[config.mk]
export PLATFORM = sky130hd
export DESIGN_NAME = ro_freq_counter
export DESIGN_NICKNAME = d
export VERILOG_FILES = /design/src/rtl/ro_freq_counter.sv
export SDC_FILE = /design/constraint.sdc
export NUM_CORES = 1
export LEC_CHECK = 0
export ABC_CLOCK_PERIOD_IN_PS = 2300
export BUFFER_PORTS_ARGS = -buffer_cell sky130_fd_sc_hd__buf_4
export CAP_MARGIN = 20
export CELL_PAD_IN_SITES_DETAIL_PLACEMENT = 1
export CELL_PAD_IN_SITES_GLOBAL_PLACEMENT = 2
export CORE_ASPECT_RATIO = 2
export CORE_MARGIN = 2
export CORE_UTILIZATION = 34
export DETAILED_ROUTE_END_ITERATION = 7
export PLACE_DENSITY = 0.73
export SLEW_MARGIN = 10
export SYNTH_ARGS = -nofsm -noshare
export SYNTH_HDL_FRONTEND = slang
export SYNTH_SLANG_ARGS = --single-unit
[constraint.sdc]
create_clock -name clk -period 2.3 [get_ports clk]
set_input_delay 0.115 -clock clk [delete_from_list [all_inputs] [get_ports clk]]
set_output_delay 0.115 -clock clk [all_outputs]
set_load 0.02 [all_outputs]
[src/rtl/ro_freq_counter.sv]
// Gated frequency counter for a ring oscillator: enable, settle, then count
// synchronized oscillator rising edges over a fixed window of clk cycles.
module ro_freq_counter #(
  parameter int unsigned CNT_W         = 16,
  parameter int unsigned GATE_CYCLES   = 1024,
  parameter int unsigned SETTLE_CYCLES = 16
) (
  input  logic             clk,
  input  logic             rst_n,
  input  logic             start,
  input  logic             abort,
  input  logic             ro_in,
  output logic             ro_activate,
  output logic             busy,
  output logic             done,
  output logic             valid,
  output logic             overflow,
  output logic [CNT_W-1:0] count
);

  localparam int unsigned TICK_W      = 20;
  localparam logic [TICK_W-1:0] SETTLE_LAST = TICK_W'(SETTLE_CYCLES - 1);
  localparam logic [TICK_W-1:0] GATE_LAST   = TICK_W'(GATE_CYCLES - 1);

  typedef enum logic [1:0] {
    IDLE,
    SETTLE,
    MEASURE,
    DONE
  } state_e;

  state_e             state_q;
  logic               s1_q, s2_q, s3_q;
  logic               rise;
  logic [TICK_W-1:0]  tick_q;
  logic [CNT_W-1:0]   edge_q, edge_d;
  logic               ovf_q, ovf_d;
  logic               act_q, busy_q, done_q, valid_q, overflow_q;
  logic [CNT_W-1:0]   count_q;

  always_ff @(posedge clk or negedge rst_n) begin
    if (!rst_n) begin
      s1_q <= 1'b0;
      s2_q <= 1'b0;
      s3_q <= 1'b0;
    end else begin
      s1_q <= ro_in;
      s2_q <= s1_q;
      s3_q <= s2_q;
    end
  end

  assign rise = s2_q & ~s3_q;

  // Saturating edge count including the rise seen on this edge, so the
  // closing edge of the window contributes to the latched result.
  always_comb begin
    edge_d = edge_q;
    ovf_d  = ovf_q;
    if (rise) begin
      if (edge_q == '1) begin
        ovf_d = 1'b1;
      end else begin
        edge_d = edge_q + 1'b1;
      end
    end
  end

  always_ff @(posedge clk or negedge rst_n) begin
    if (!rst_n) begin
      state_q    <= IDLE;
      tick_q     <= '0;
      edge_q     <= '0;
      ovf_q      <= 1'b0;
      act_q      <= 1'b0;
      busy_q     <= 1'b0;
      done_q     <= 1'b0;
      valid_q    <= 1'b0;
      overflow_q <= 1'b0;
      count_q    <= '0;
    end else begin
      done_q <= 1'b0;
      case (state_q)
        IDLE, DONE: begin
          if (start) begin
            state_q    <= SETTLE;
            tick_q     <= '0;
            edge_q     <= '0;
            ovf_q      <= 1'b0;
            overflow_q <= 1'b0;
            valid_q    <= 1'b0;
            act_q      <= 1'b1;
            busy_q     <= 1'b1;
          end
        end
        SETTLE: begin
          if (abort) begin
            state_q <= IDLE;
            act_q   <= 1'b0;
            busy_q  <= 1'b0;
            valid_q <= 1'b0;
          end else if (tick_q == SETTLE_LAST) begin
            state_q <= MEASURE;
            tick_q  <= '0;
          end else begin
            tick_q <= tick_q + 1'b1;
          end
        end
        MEASURE: begin
          if (abort) begin
            state_q <= IDLE;
            act_q   <= 1'b0;
            busy_q  <= 1'b0;
            valid_q <= 1'b0;
          end else begin
            edge_q <= edge_d;
            ovf_q  <= ovf_d;
            if (tick_q == GATE_LAST) begin
              state_q    <= DONE;
              count_q    <= edge_d;
              overflow_q <= ovf_d;
              valid_q    <= 1'b1;
              done_q     <= 1'b1;
              act_q      <= 1'b0;
              busy_q     <= 1'b0;
            end else begin
              tick_q <= tick_q + 1'b1;
            end
          end
        end
        default: begin
          state_q <= IDLE;
          act_q   <= 1'b0;
          busy_q  <= 1'b0;
        end
      endcase
    end
  end

  assign ro_activate = act_q;
  assign busy        = busy_q;
  assign done        = done_q;
  assign valid       = valid_q;
  assign overflow    = overflow_q;
  assign count       = count_q;

endmodule

==> metrics.log <==
INFO  metric outcome = complete, no violations
INFO  metric effective_utilization_at_floorplan = 34.8%
INFO  metric root_buffer = sky130_fd_sc_hd__clkbuf_16
INFO  metric muxShareOfSynthArea = 1.26%
INFO  metric htree_num_levels = 3
INFO  metric setup_ws = 0.0903 ns
INFO  metric synth_seq_cells = 62
INFO  metric detailedPlacementHpwl = 6.65 mm
INFO  metric detail_route.vias_per_cell = 5.52
INFO  metric total_leakage_power = 1.80 nW
INFO  metric crit_chain = or4_4 -> nor4_4 -> a41o_2 -> a211oi_2 -> buf_6 -> and3_1 -> a221o_1
INFO  metric p_sw = 0.00117 W
INFO  metric drtIter0Drc = 128
INFO  metric clk_path_buf_depth = 2
INFO  metric synth_simple_gate_area_share = 21.9%
INFO  metric min_path_cells = 2
INFO  metric synth_xor_xnor_area_share = 5.36%
INFO  metric power_frac_comb = 28.8%
INFO  metric cts-buffers-inserted = 9
INFO  metric timing.critical_path.slowest_cell_delay = 0.55 ns
INFO  metric timing.critical_path.arrival = 2.42 ns
INFO  metric floorplan.die.width = 73.3 um
INFO  metric vias = 2874
INFO  metric post_route_cells_drive_above_1_share = 19.9%
INFO  metric via_count_of_the_first_global_routing_pass = 3095
INFO  metric postSynth.topFlopCell = sky130_fd_sc_hd__dfrtp_1
INFO  metric yosys.area_share.adder = 1.53%
INFO  metric async_flop_share = 100%
INFO  metric floorplan.rows = 50
INFO  metric synth_area_leader_cell = sky130_fd_sc_hd__dfrtp_1
INFO  metric die_area = 10500 um2
INFO  metric place_area = 3730 um2
INFO  metric synth_top_family_by_area = simple AND/OR/NAND/NOR gates
INFO  metric edff_count_synth = 0
INFO  metric post_synthesis_cell_area = 3270 um2
INFO  metric sw_frac_of_total = 32.0%
INFO  metric grt_antenna_before_repair = 0
INFO  metric syn_to_final_growth = 25.0%
INFO  metric tritoncts_clock_tree = built
INFO  metric globalplace.congestion = 0.794
INFO  metric drt_drc_violations_left = 0
INFO  metric drtPass1Iterations = 4
INFO  metric layout_worst_path_cycle_share = 96.1%
INFO  metric routed_wl_per_cell = 17.3 um
INFO  metric detailedPlace.worstSlack = 0.0589 ns
INFO  metric synth_cells = 362
INFO  metric vdd.ir_drop.worst = 0.477 mV
INFO  metric internal_power = 0.00247 W
INFO  metric reg2reg_depth = 7
INFO  metric std_cell_core_area = 9380 um2
INFO  metric max_freq = 0.453 GHz
INFO  metric yosysMostFrequentCell = sky130_fd_sc_hd__dfrtp_1
INFO  metric grt_pass1_wl = 15.4 mm
INFO  metric critical_path_maximum_fanout = 13
INFO  metric transition_at_the_pin_with_the_smallest_max_transition_slack = 0.804 ns
INFO  metric fin_hold_ws = 0.0395 ns
INFO  metric timing.critical_path.from_type = flip-flop
INFO  metric route.antenna.remaining_nets = 0
INFO  metric synth.lib_cells_used.distinct = 47
INFO  metric slew_viol_final = 0
INFO  metric crit_required = 2.51 ns
INFO  metric insertedDiodeCount = 0
INFO  metric power_per_standard_cell_area = 890 nW/um2
INFO  metric pwr-share-seq = 32.6%
INFO  metric synth.yosys.warnings = 0
INFO  metric synth.yosys.seq_area_share = 47.5%
INFO  metric post-route-cell-area = 4090 um2
INFO  metric post-place-cells = 504
INFO  metric setup_repair_after_global_routing_missed_its_margin = true
INFO  metric synthesized_netlist_net_count = 371
INFO  metric power_frac_clock = 38.6%
INFO  metric maxSlewHeadroom = 46.4%
INFO  metric global_route.overflow_total = 0
INFO  metric finish.net_count = 422
INFO  metric quantity_of_i_o_buffers_inserted_on_ports = 25
INFO  metric clock_sink_count = 62
INFO  metric finalNonFillerCells = 521
INFO  metric path_clk_slew = 0.05 ns
INFO  metric grt_use_total = 19.2%
INFO  metric ioPinCount = 26
INFO  metric clk-insertion-delay-late = 0.33 ns
INFO  metric final_core_utilization = 43.6%
INFO  metric num-fill-cells = 1076
INFO  metric timing_hold_violations_final = 0
INFO  metric setup_viol = 0
INFO  metric cell_with_the_biggest_individual_delay_on_the_critical_path = sky130_fd_sc_hd__or4_4
INFO  metric synth_largest_type_area_fraction = 47.5%
INFO  metric critPathCaptureType = flip-flop
INFO  metric synth_compound_gate_area_share = 18.6%
INFO  metric total_of_max_cap_violations = 0
INFO  metric synthTopCellsByCount = sky130_fd_sc_hd__dfrtp_1 (62), sky130_fd_sc_hd__nand2_1 (44), sky130_fd_sc_hd__o21ai_0 (32)
INFO  metric die_height = 143 um
INFO  metric final.setup_skew = 0.00779 ns
INFO  metric grt_start_max_net_pins = 63
INFO  metric timing.final.crit_period = 2.21 ns
INFO  metric syn_area_per_cell = 9.03 um2
INFO  metric setup.worst_path.class = reg2reg
INFO  metric timing.hold.worst.class = in2reg
INFO  metric drt-total-wl = 9.02 mm
INFO  metric yosys-top-cells-area = sky130_fd_sc_hd__dfrtp_1 (47%), sky130_fd_sc_hd__nand2_1 (5.1%), sky130_fd_sc_hd__o21ai_0 (4.9%)
-- power by group through the flow --
stage / registers, W / logic (W) / clock network, W
5_1_grt: 0.00119 / 0.00116 / 0.00148
3_3_place_gp: 0.00120 / 0.00103 / 0
6_report: 0.00118 / 0.00105 / 0.00140
4_1_cts: 0.00118 / 0.00105 / 0.00144
2_1_floorplan: 0.00120 / 0.000652 / 0
3_5_place_dp: 0.00120 / 0.00104 / 0
-- path summary, 6_finish.rpt --
path                            slack (ns)        from         end
worst max-delay path                  0.09  tick_q[12]   tick_q[9]
worst min register to register        0.38        s1_q        s2_q
min in group asynchronous             0.42       rst_n    count[7]
max in group asynchronous             1.35       rst_n  state_q[0]
worst max register to register        0.09  tick_q[12]   tick_q[9]
worst min-delay path                  0.04       abort  state_q[1]
-- sequential cells by signal, indices dropped and copies added, names as in the netlist, 2 cells and up --
register	flops
tick_q	20
state_q	2
edge_q	16
count	16
-- metal layers --
layer  wire length (um)  up-vias  GRT usage (%)
li1                   -     1393              -
met3                125       14           3.46
met2               5360       26           36.6
met1               3300     1441           19.7
met4                244        0           7.66
met5                  0        -              0
-- repair_timing --
action                                  4_1_cts  5_1_grt
hold buffers                                  2        0
buffers inserted                              0        0
endpoints found under the setup margin        0        7
hold endpoints to repair                     63        0
gates resized for setup                       0        7
-- metrics by stage --
stage                TNS (ns)  total power [W]
floorplan                   0          0.00185
global placement            0          0.00223
detailed placement          0          0.00224
CTS                         0          0.00367
global route        -0.000994          0.00384
finish                      0          0.00364
-- area by class of cell --
type	instances	area [um2]	area share, %
multi-input cells	271	1600	39.2
inverters	11	41.3	1.01
repair buffers	58	452	11.0
flip-flops and latches	62	1550	38.0
clock inverters	3	42.5	1.04
well taps	104	130	3.18
clock buffers	12	267	6.52
-- critical path: cells and delay by family, from the launching register on --
kind,cells,cell delay (ns)
DFF,1,0.37
AOI/OAI and AO/OA,3,0.57
and+or+nand+nor,3,0.98
buffers and inverters,1,0.15
-- cell families after synthesis --
group                    count (synthesis)
flip-flops                              62
AND/OR/NAND/NOR                        145
AO/OA/AOI/OAI                           98
buffers and inverters                   29
multiplexers                             4
XOR/XNOR                                20
adder cells (fa/ha/maj)                  4
-- placed cells by master, fill, tap and decap left out, drive strengths merged, types with 5 or more instances in the layout --
master,count
xnor2,13
o21ai,32
nand2,44
nand4,9
nor3,11
xor2,7
nand3,18
and3,7
nor2,31
nor4,5
dfrtp,62
buf,56
nand2b,8
inv,11
a21oi,23
clkbuf,12
a31oi,16
Power figures use the tool's default switching activity.
